==> config.mk <==
export PLATFORM = sky130hd
export DESIGN_NAME = load_store_unit_flat
export DESIGN_NICKNAME = d
export VERILOG_FILES = /design/src/rtl/load_store_unit_if.sv /design/src/rtl/load_store_unit.sv /design/src/flat_wrapper.sv
export SDC_FILE = /design/constraint.sdc
export NUM_CORES = 1
export LEC_CHECK = 0
export CAP_MARGIN = 20
export CELL_PAD_IN_SITES_DETAIL_PLACEMENT = 0
export CELL_PAD_IN_SITES_GLOBAL_PLACEMENT = 2
export CORE_MARGIN = 2
export CORE_UTILIZATION = 24
export CTS_BUF_LIST = sky130_fd_sc_hd__clkbuf_16
export CTS_CLUSTER_DIAMETER = 200
export DETAILED_ROUTE_END_ITERATION = 8
export PLACE_DENSITY_LB_ADDON = 0.08
export SKIP_LAST_GASP = 1
export SLEW_MARGIN = 0
export SYNTH_ARGS = -nofsm -noshare
export SYNTH_HDL_FRONTEND = slang
export SYNTH_SLANG_ARGS = --single-unit
==> constraint.sdc <==
create_clock -name clk -period 3.6 [get_ports clk]
set_input_delay 0.72 -clock clk [delete_from_list [all_inputs] [get_ports clk]]
set_output_delay 0.72 -clock clk [all_outputs]
set_load 0.1 [all_outputs]
==> src/rtl/load_store_unit_if.sv <==
// Pipeline request/response and data-memory port of the load/store unit.
// slave: the unit itself; master: the pipeline and memory it talks to.
interface load_store_unit_if;
  logic        req_valid;
  logic        req_ready;
  logic        req_is_store;
  logic [1:0]  req_size;
  logic        req_unsigned;
  logic [31:0] req_address;
  logic [31:0] req_store_data;
  logic        resp_valid;
  logic [31:0] resp_load_data;
  logic        resp_error;
  logic        mem_write;
  logic [31:0] mem_address;
  logic [31:0] mem_write_data;
  logic [31:0] mem_read_data;

  modport slave (
    input  req_valid, req_is_store, req_size, req_unsigned, req_address, req_store_data,
    input  mem_read_data,
    output req_ready, resp_valid, resp_load_data, resp_error,
    output mem_write, mem_address, mem_write_data
  );

  modport master (
    output req_valid, req_is_store, req_size, req_unsigned, req_address, req_store_data,
    output mem_read_data,
    input  req_ready, resp_valid, resp_load_data, resp_error,
    input  mem_write, mem_address, mem_write_data
  );
endinterface

==> src/rtl/load_store_unit.sv <==
// Memory-stage load/store unit: word accesses on a combinational-read memory,
// sub-word load extraction, read-modify-write for byte/half stores.
module load_store_unit (
  input  logic               clk,
  input  logic               reset,
  load_store_unit_if.slave   io_bus
);
  typedef enum logic [1:0] {StIdle, StRead, StWrite, StResp} state_e;

  state_e      r_state, w_state_next;
  logic        r_is_store, r_unsigned, r_error;
  logic [1:0]  r_size;
  logic [31:0] r_address, r_store_data, r_word;
  logic        w_illegal, w_accept;
  logic [7:0]  w_byte;
  logic [15:0] w_half;
  logic [31:0] w_load, w_merged;

  always_comb begin
    w_illegal = (io_bus.req_size == 2'b11) ||
                (io_bus.req_size == 2'b01 && io_bus.req_address[0]) ||
                (io_bus.req_size == 2'b10 && io_bus.req_address[1:0] != 2'b00);
    w_accept  = (r_state == StIdle) && io_bus.req_valid;
  end

  always_ff @(posedge clk) begin
    if (reset) r_state <= StIdle;
    else       r_state <= w_state_next;
  end

  always_comb begin
    w_state_next = r_state;
    unique case (r_state)
      StIdle: begin
        if (io_bus.req_valid) begin
          if (w_illegal)                                          w_state_next = StResp;
          else if (io_bus.req_is_store && io_bus.req_size == 2'b10) w_state_next = StWrite;
          else                                                    w_state_next = StRead;
        end
      end
      StRead:  w_state_next = r_is_store ? StWrite : StResp;
      StWrite: w_state_next = StResp;
      StResp:  w_state_next = StIdle;
      default: w_state_next = StIdle;
    endcase
  end

  always_ff @(posedge clk) begin
    if (reset) begin
      r_is_store   <= 1'b0;
      r_unsigned   <= 1'b0;
      r_error      <= 1'b0;
      r_size       <= 2'b00;
      r_address    <= 32'h0;
      r_store_data <= 32'h0;
      r_word       <= 32'h0;
    end else begin
      if (w_accept) begin
        r_is_store   <= io_bus.req_is_store;
        r_unsigned   <= io_bus.req_unsigned;
        r_error      <= w_illegal;
        r_size       <= io_bus.req_size;
        r_address    <= io_bus.req_address;
        r_store_data <= io_bus.req_store_data;
      end
      if (r_state == StRead) r_word <= io_bus.mem_read_data;
    end
  end

  // Little-endian lanes: byte k at bits [8k+7:8k], half h at bits [16h+15:16h].
  always_comb begin
    w_byte   = r_word[{r_address[1:0], 3'b000} +: 8];
    w_half   = r_word[{r_address[1], 4'b0000} +: 16];
    w_merged = r_word;
    if (r_size == 2'b00) w_merged[{r_address[1:0], 3'b000} +: 8]  = r_store_data[7:0];
    else                 w_merged[{r_address[1], 4'b0000} +: 16] = r_store_data[15:0];
    case (r_size)
      2'b00:   w_load = {{24{~r_unsigned & w_byte[7]}}, w_byte};
      2'b01:   w_load = {{16{~r_unsigned & w_half[15]}}, w_half};
      default: w_load = r_word;
    endcase
  end

  always_comb begin
    io_bus.req_ready      = 1'b0;
    io_bus.resp_valid     = 1'b0;
    io_bus.resp_error     = 1'b0;
    io_bus.resp_load_data = 32'h0;
    io_bus.mem_write      = 1'b0;
    io_bus.mem_address    = 32'h0;
    io_bus.mem_write_data = 32'h0;
    unique case (r_state)
      StIdle: io_bus.req_ready = 1'b1;
      StRead: io_bus.mem_address = {r_address[31:2], 2'b00};
      StWrite: begin
        io_bus.mem_address    = {r_address[31:2], 2'b00};
        io_bus.mem_write      = ~reset;
        io_bus.mem_write_data = (r_size == 2'b10) ? r_store_data : w_merged;
      end
      StResp: begin
        io_bus.resp_valid     = 1'b1;
        io_bus.resp_error     = r_error;
        io_bus.resp_load_data = (!r_is_store && !r_error) ? w_load : 32'h0;
      end
      default: ;
    endcase
  end
endmodule

==> src/flat_wrapper.sv <==
// flat-port wrapper written by rule: the top's interface ports become plain ports
module load_store_unit_flat 
  (clk, reset, io_bus_req_valid, io_bus_req_is_store, io_bus_req_size, io_bus_req_unsigned, io_bus_req_address, io_bus_req_store_data, io_bus_mem_read_data, io_bus_req_ready, io_bus_resp_valid, io_bus_resp_load_data, io_bus_resp_error, io_bus_mem_write, io_bus_mem_address, io_bus_mem_write_data);
  load_store_unit_if io_bus_i ();
  input  logic clk;
  input  logic reset;
  input wire logic [$bits(io_bus_i.req_valid)-1:0] io_bus_req_valid;
  input wire logic [$bits(io_bus_i.req_is_store)-1:0] io_bus_req_is_store;
  input wire logic [$bits(io_bus_i.req_size)-1:0] io_bus_req_size;
  input wire logic [$bits(io_bus_i.req_unsigned)-1:0] io_bus_req_unsigned;
  input wire logic [$bits(io_bus_i.req_address)-1:0] io_bus_req_address;
  input wire logic [$bits(io_bus_i.req_store_data)-1:0] io_bus_req_store_data;
  input wire logic [$bits(io_bus_i.mem_read_data)-1:0] io_bus_mem_read_data;
  output wire logic [$bits(io_bus_i.req_ready)-1:0] io_bus_req_ready;
  output wire logic [$bits(io_bus_i.resp_valid)-1:0] io_bus_resp_valid;
  output wire logic [$bits(io_bus_i.resp_load_data)-1:0] io_bus_resp_load_data;
  output wire logic [$bits(io_bus_i.resp_error)-1:0] io_bus_resp_error;
  output wire logic [$bits(io_bus_i.mem_write)-1:0] io_bus_mem_write;
  output wire logic [$bits(io_bus_i.mem_address)-1:0] io_bus_mem_address;
  output wire logic [$bits(io_bus_i.mem_write_data)-1:0] io_bus_mem_write_data;
  assign io_bus_i.req_valid = io_bus_req_valid;
  assign io_bus_i.req_is_store = io_bus_req_is_store;
  assign io_bus_i.req_size = io_bus_req_size;
  assign io_bus_i.req_unsigned = io_bus_req_unsigned;
  assign io_bus_i.req_address = io_bus_req_address;
  assign io_bus_i.req_store_data = io_bus_req_store_data;
  assign io_bus_i.mem_read_data = io_bus_mem_read_data;
  assign io_bus_req_ready = io_bus_i.req_ready;
  assign io_bus_resp_valid = io_bus_i.resp_valid;
  assign io_bus_resp_load_data = io_bus_i.resp_load_data;
  assign io_bus_resp_error = io_bus_i.resp_error;
  assign io_bus_mem_write = io_bus_i.mem_write;
  assign io_bus_mem_address = io_bus_i.mem_address;
  assign io_bus_mem_write_data = io_bus_i.mem_write_data;
  load_store_unit u_core (.clk(clk), .reset(reset), .io_bus(io_bus_i));
endmodule
==> out/metrics.yaml <==
cts:
  clockBufferDepth: 2
  root_buffer: "clkbuf_16"
  cts_tree: "done"
  cts-htree-levels: 3
  clock_sinks: 103
  cts_made_buffers: 9
  path_clk_slew_ns: 0.08
  clock_latency_ns: 0.36
  hold_buffers: 0
sta:
  setup_ws_ns: 0.1917
  rsz0062_at_grt: "false"
  worstMarginPinSlew_ns: 0.9294
  fin_skew_ns: 0.01430
  setup_tns_ns: 0
  layout_min_cycle_time_ns: 3.408
  max_slew_margin_pct: 37.97
  max_freq_mhz: 293.4
  timing.hold.ws_ns: 0.4527
  finalHoldViolations: 0
  setup_viol: 0
  fin_crit_sh_pct: 94.67
  maxSlewViolCount: 0
critical_path:
  end_kind: "output port"
  cp-startpoint: "u_core.r_address[0]"
  startpoint_type: "register"
  r2r_end: "u_core.r_store_data[12]"
  arrival_ns: 2.69
  path_max_fanout: 8
  worstRegToRegCells: 6
  path_class: "register to output port"
  crit_required_ns: 2.88
  timing.rr.start: "u_core.r_state[0]"
  worstSetupEndpoint: "io_bus_mem_write_data[11]"
  reg2reg_slack_ns: 1.57
synthesis:
  ys_types: 44
  syn_inst: 701
  avgSynthCellArea_um2: 7.795
  synth_seq_cells: 103
  syn_area_mm2: 0.005464
  synth-seq-area-share_pct: 37.74
  yosys_warnings: 0
die:
  rows: 55
  dieArea_mm2: 0.02399
  core_area_mm2: 0.02250
  dieHeight_um: 154.9
  io_pins: 203
  die_width_um: 154.9
  initial_core_util_pct: 24.28
global_route:
  grt-busiest-layer: "met2"
  grt_usage_pct: 18.47
  grt_use_met3_pct: 4.875
  grt_use_met2_pct: 31.72
  grt_pass1_vias: 5652
  grt_start_max_net_pins: 71
  antenna_found_initial: 0
  grt_pass1_wl_mm: 33.60
  grt_overflow: 0
  grt_use_met1_pct: 23.13
power_and_ir_drop:
  clkPwrFrac_pct: 18.4
  seqPwrFrac_pct: 29.7
  power_frac_comb_pct: 51.9
  p_sw_w: 0.002763
  switching_share_pct: 48.31
  internal_power_w: 0.002956
  power_leakage_nw: 3.295
  p_per_area_mw_per_mm2: 651.8
  ir_drop_v: 0.0003170
layout:
  fill_cells: 2335
  drive_above_1_share_pct: 19.77
  post-route-util_pct: 38.99
  stdcell_area_mm2: 0.008773
  fin_nets: 984
  antenna_cells: 0
  area.growth.synth_to_final_pct: 60.57
placement:
  pre_cts_ws_ns: 0.4181
  dpl-instance-area_mm2: 0.008418
  io_buffers: 200
  post-dp-hpwl_mm: 16.74
  place_congestion: 0.8096
route:
  final_antenna_net_count: 0
  drc: 0
  routed-via-count: 5639
  drt-initial-drc-count: 327
  wl_mm: 22.20
  via_per_inst: 4.861
  wl_per_cell_um: 19.14
  drt_first_pass_iters: 6
run:
  maxCapViolations: 0
run_status:
  status: "completed"
hold_path:
  min-delay-path-class: "register to register"
through the flow:
step	std cells	total power, W
after floorplan	702	0.003707
after global placement	1142	0.004665
after detailed placement	1142	0.004695
after CTS	1156	0.005770
after global routing	1160	0.006049
final	1160	0.005719
Yosys cell counts:
library cell / n / share of area, %
nand2_1: 161 / 11
dfxtp_1: 103 / 38
a21oi_1: 88 / 8.1
mux2i_1: 56 / 10
nor2_1: 50 / 3.4
clkbuf_1: 36 / 2.5
and2_1: 33 / 3.8
o21ai_0: 24 / 2.2
a221oi_1: 16 / 2.6
inv_1: 14 / 0.96
buf_2: 10 / 0.92
nand2_2: 10 / 1.1
nor3_1: 10 / 0.92
and3_1: 9 / 1.0
ha_1: 9 / 2.1
a221o_1: 8 / 1.5
a222oi_1: 8 / 1.5
a22o_1: 8 / 1.3
o221ai_1: 8 / 1.3
buf_1: 6 / 0.41
clkinv_1: 3 / 0.21
nor2b_1: 3 / 0.34
buf_4: 2 / 0.27
buf_6: 2 / 0.41
nand4b_1: 2 / 0.32
o211ai_1: 2 / 0.27
o21ai_1: 2 / 0.18
or3_1: 2 / 0.23
a211oi_1: 1 / 0.14
a31oi_1: 1 / 0.11
and2_0: 1 / 0.11
conb_1: 1 / 0.069
nand3_1: 1 / 0.092
nor3b_1: 1 / 0.14
nor3b_4: 1 / 0.34
nor4_4: 1 / 0.39
nor4b_2: 1 / 0.27
o2111ai_4: 1 / 0.48
o211a_1: 1 / 0.18
o21a_1: 1 / 0.14
o21bai_1: 1 / 0.14
o22ai_4: 1 / 0.37
or2_1: 1 / 0.11
or3b_1: 1 / 0.16
sequential cells by signal, summed over array words and instances, names as in the netlist:
name and flops:
u_core.r_address 32, u_core.r_error 1, u_core.r_is_store 1, u_core.r_size 2
u_core.r_state 2, u_core.r_store_data 32, u_core.r_unsigned 1, u_core.r_word 32
layer usage:
layer  routed length [um]  part of all wire [%]  up-vias
met4                  291                   1.3        0
met5                    0                     0        -
met1                 9610                    43     2651
met3                 1478                   6.7       17
li1                     -                     -     2754
met2                10820                    49      217
cells in the final DEF (no fill, tap or decap), types with 2 or more instances in the layout:
| cell | n |
|---|---|
| clkdlybuf4s50_1 | 101 |
| nor2_1 | 34 |
| a221oi_1 | 8 |
| nand2_2 | 11 |
| o21ai_0 | 24 |
| bufinv_16 | 2 |
| clkbuf_16 | 9 |
| mux2i_1 | 56 |
| ha_1 | 7 |
| or3_1 | 2 |
| nor2b_1 | 3 |
| a21oi_1 | 88 |
| and3_1 | 9 |
| a222oi_1 | 8 |
| nand2_1 | 160 |
| o221ai_1 | 8 |
| ha_2 | 2 |
| a22o_1 | 8 |
| clkinv_1 | 3 |
| o211ai_1 | 2 |
| conb_1 | 2 |
| nor2_2 | 16 |
| nor3_1 | 10 |
| a221oi_4 | 8 |
| and2_1 | 33 |
| a221o_1 | 8 |
| inv_1 | 14 |
| nand4b_1 | 2 |
| buf_4 | 48 |
| dfxtp_1 | 102 |
| buf_12 | 66 |
critical path: stages (launching register included):
cell,delay [ns]
dfxtp_1,0.49
inv_1,0.21
ha_1,0.43
nor4b_2,0.48
buf_4,0.22
a221oi_1,0.08
nor2_2,0.21
buf_12,0.21
worst min path at each step:
| stage | from | to | slack (ns) | cells past startpoint |
|---|---|---|---|---|
| final | u_core.r_address[27] | u_core.r_address[27] | 0.45 | 2 |
| after global routing | u_core.r_address[27] | u_core.r_address[27] | 0.47 | 2 |
| after CTS | u_core.r_address[27] | u_core.r_address[27] | 0.45 | 2 |
| after detailed placement | u_core.r_address[26] | u_core.r_address[26] | 0.44 | 2 |
| after global placement | u_core.r_address[27] | u_core.r_address[27] | 0.44 | 2 |
| after floorplan | u_core.r_address[10] | u_core.r_address[10] | 0.43 | 2 |
logic make-up (layout without fill, tap and decap cells):
kind of cell               after synthesis  count (layout)  synth area share (%)
AOI/OAI and AO/OA                      171             171                 20.33
adders and majority gates                9               9                 2.061
buffers and inverters                   73             246                 5.656
DFF                                    103             103                 37.74
muxes                                   56              56                 10.26
other                                    1               2               0.06863
and+or+nand+nor                        288             288                 23.88
power by group through the flow:
stage               combinational, W  sequential (W)  clock (W)
finish                       0.00297         0.00170    0.00105
global route                 0.00319         0.00173    0.00113
floorplan                    0.00217         0.00153          0
detailed placement           0.00297         0.00173          0
global placement             0.00295         0.00172          0
CTS                          0.00298         0.00170    0.00109
layout make-up:
cell class	count	area [um^2]	share of cell area, %
Sequential cell	103	2063	23.52
Timing Repair Buffer	215	2693	30.69
Inverter	17	63.81	0.7273
Multi-Input combinational cell	526	3289	37.49
Clock buffer	9	225.2	2.567
Tap cell	285	356.6	4.064
Clock inverter	5	82.58	0.9412
timing repair:
| item | 4_1_cts | 5_1_grt |
|---|---|---|
| setup buffers | 0 | 3 |
| setup endpoints to repair | 0 | 24 |
| gates resized for setup | 0 | 3 |
Note: power is estimated with default switching activity, not from simulation.
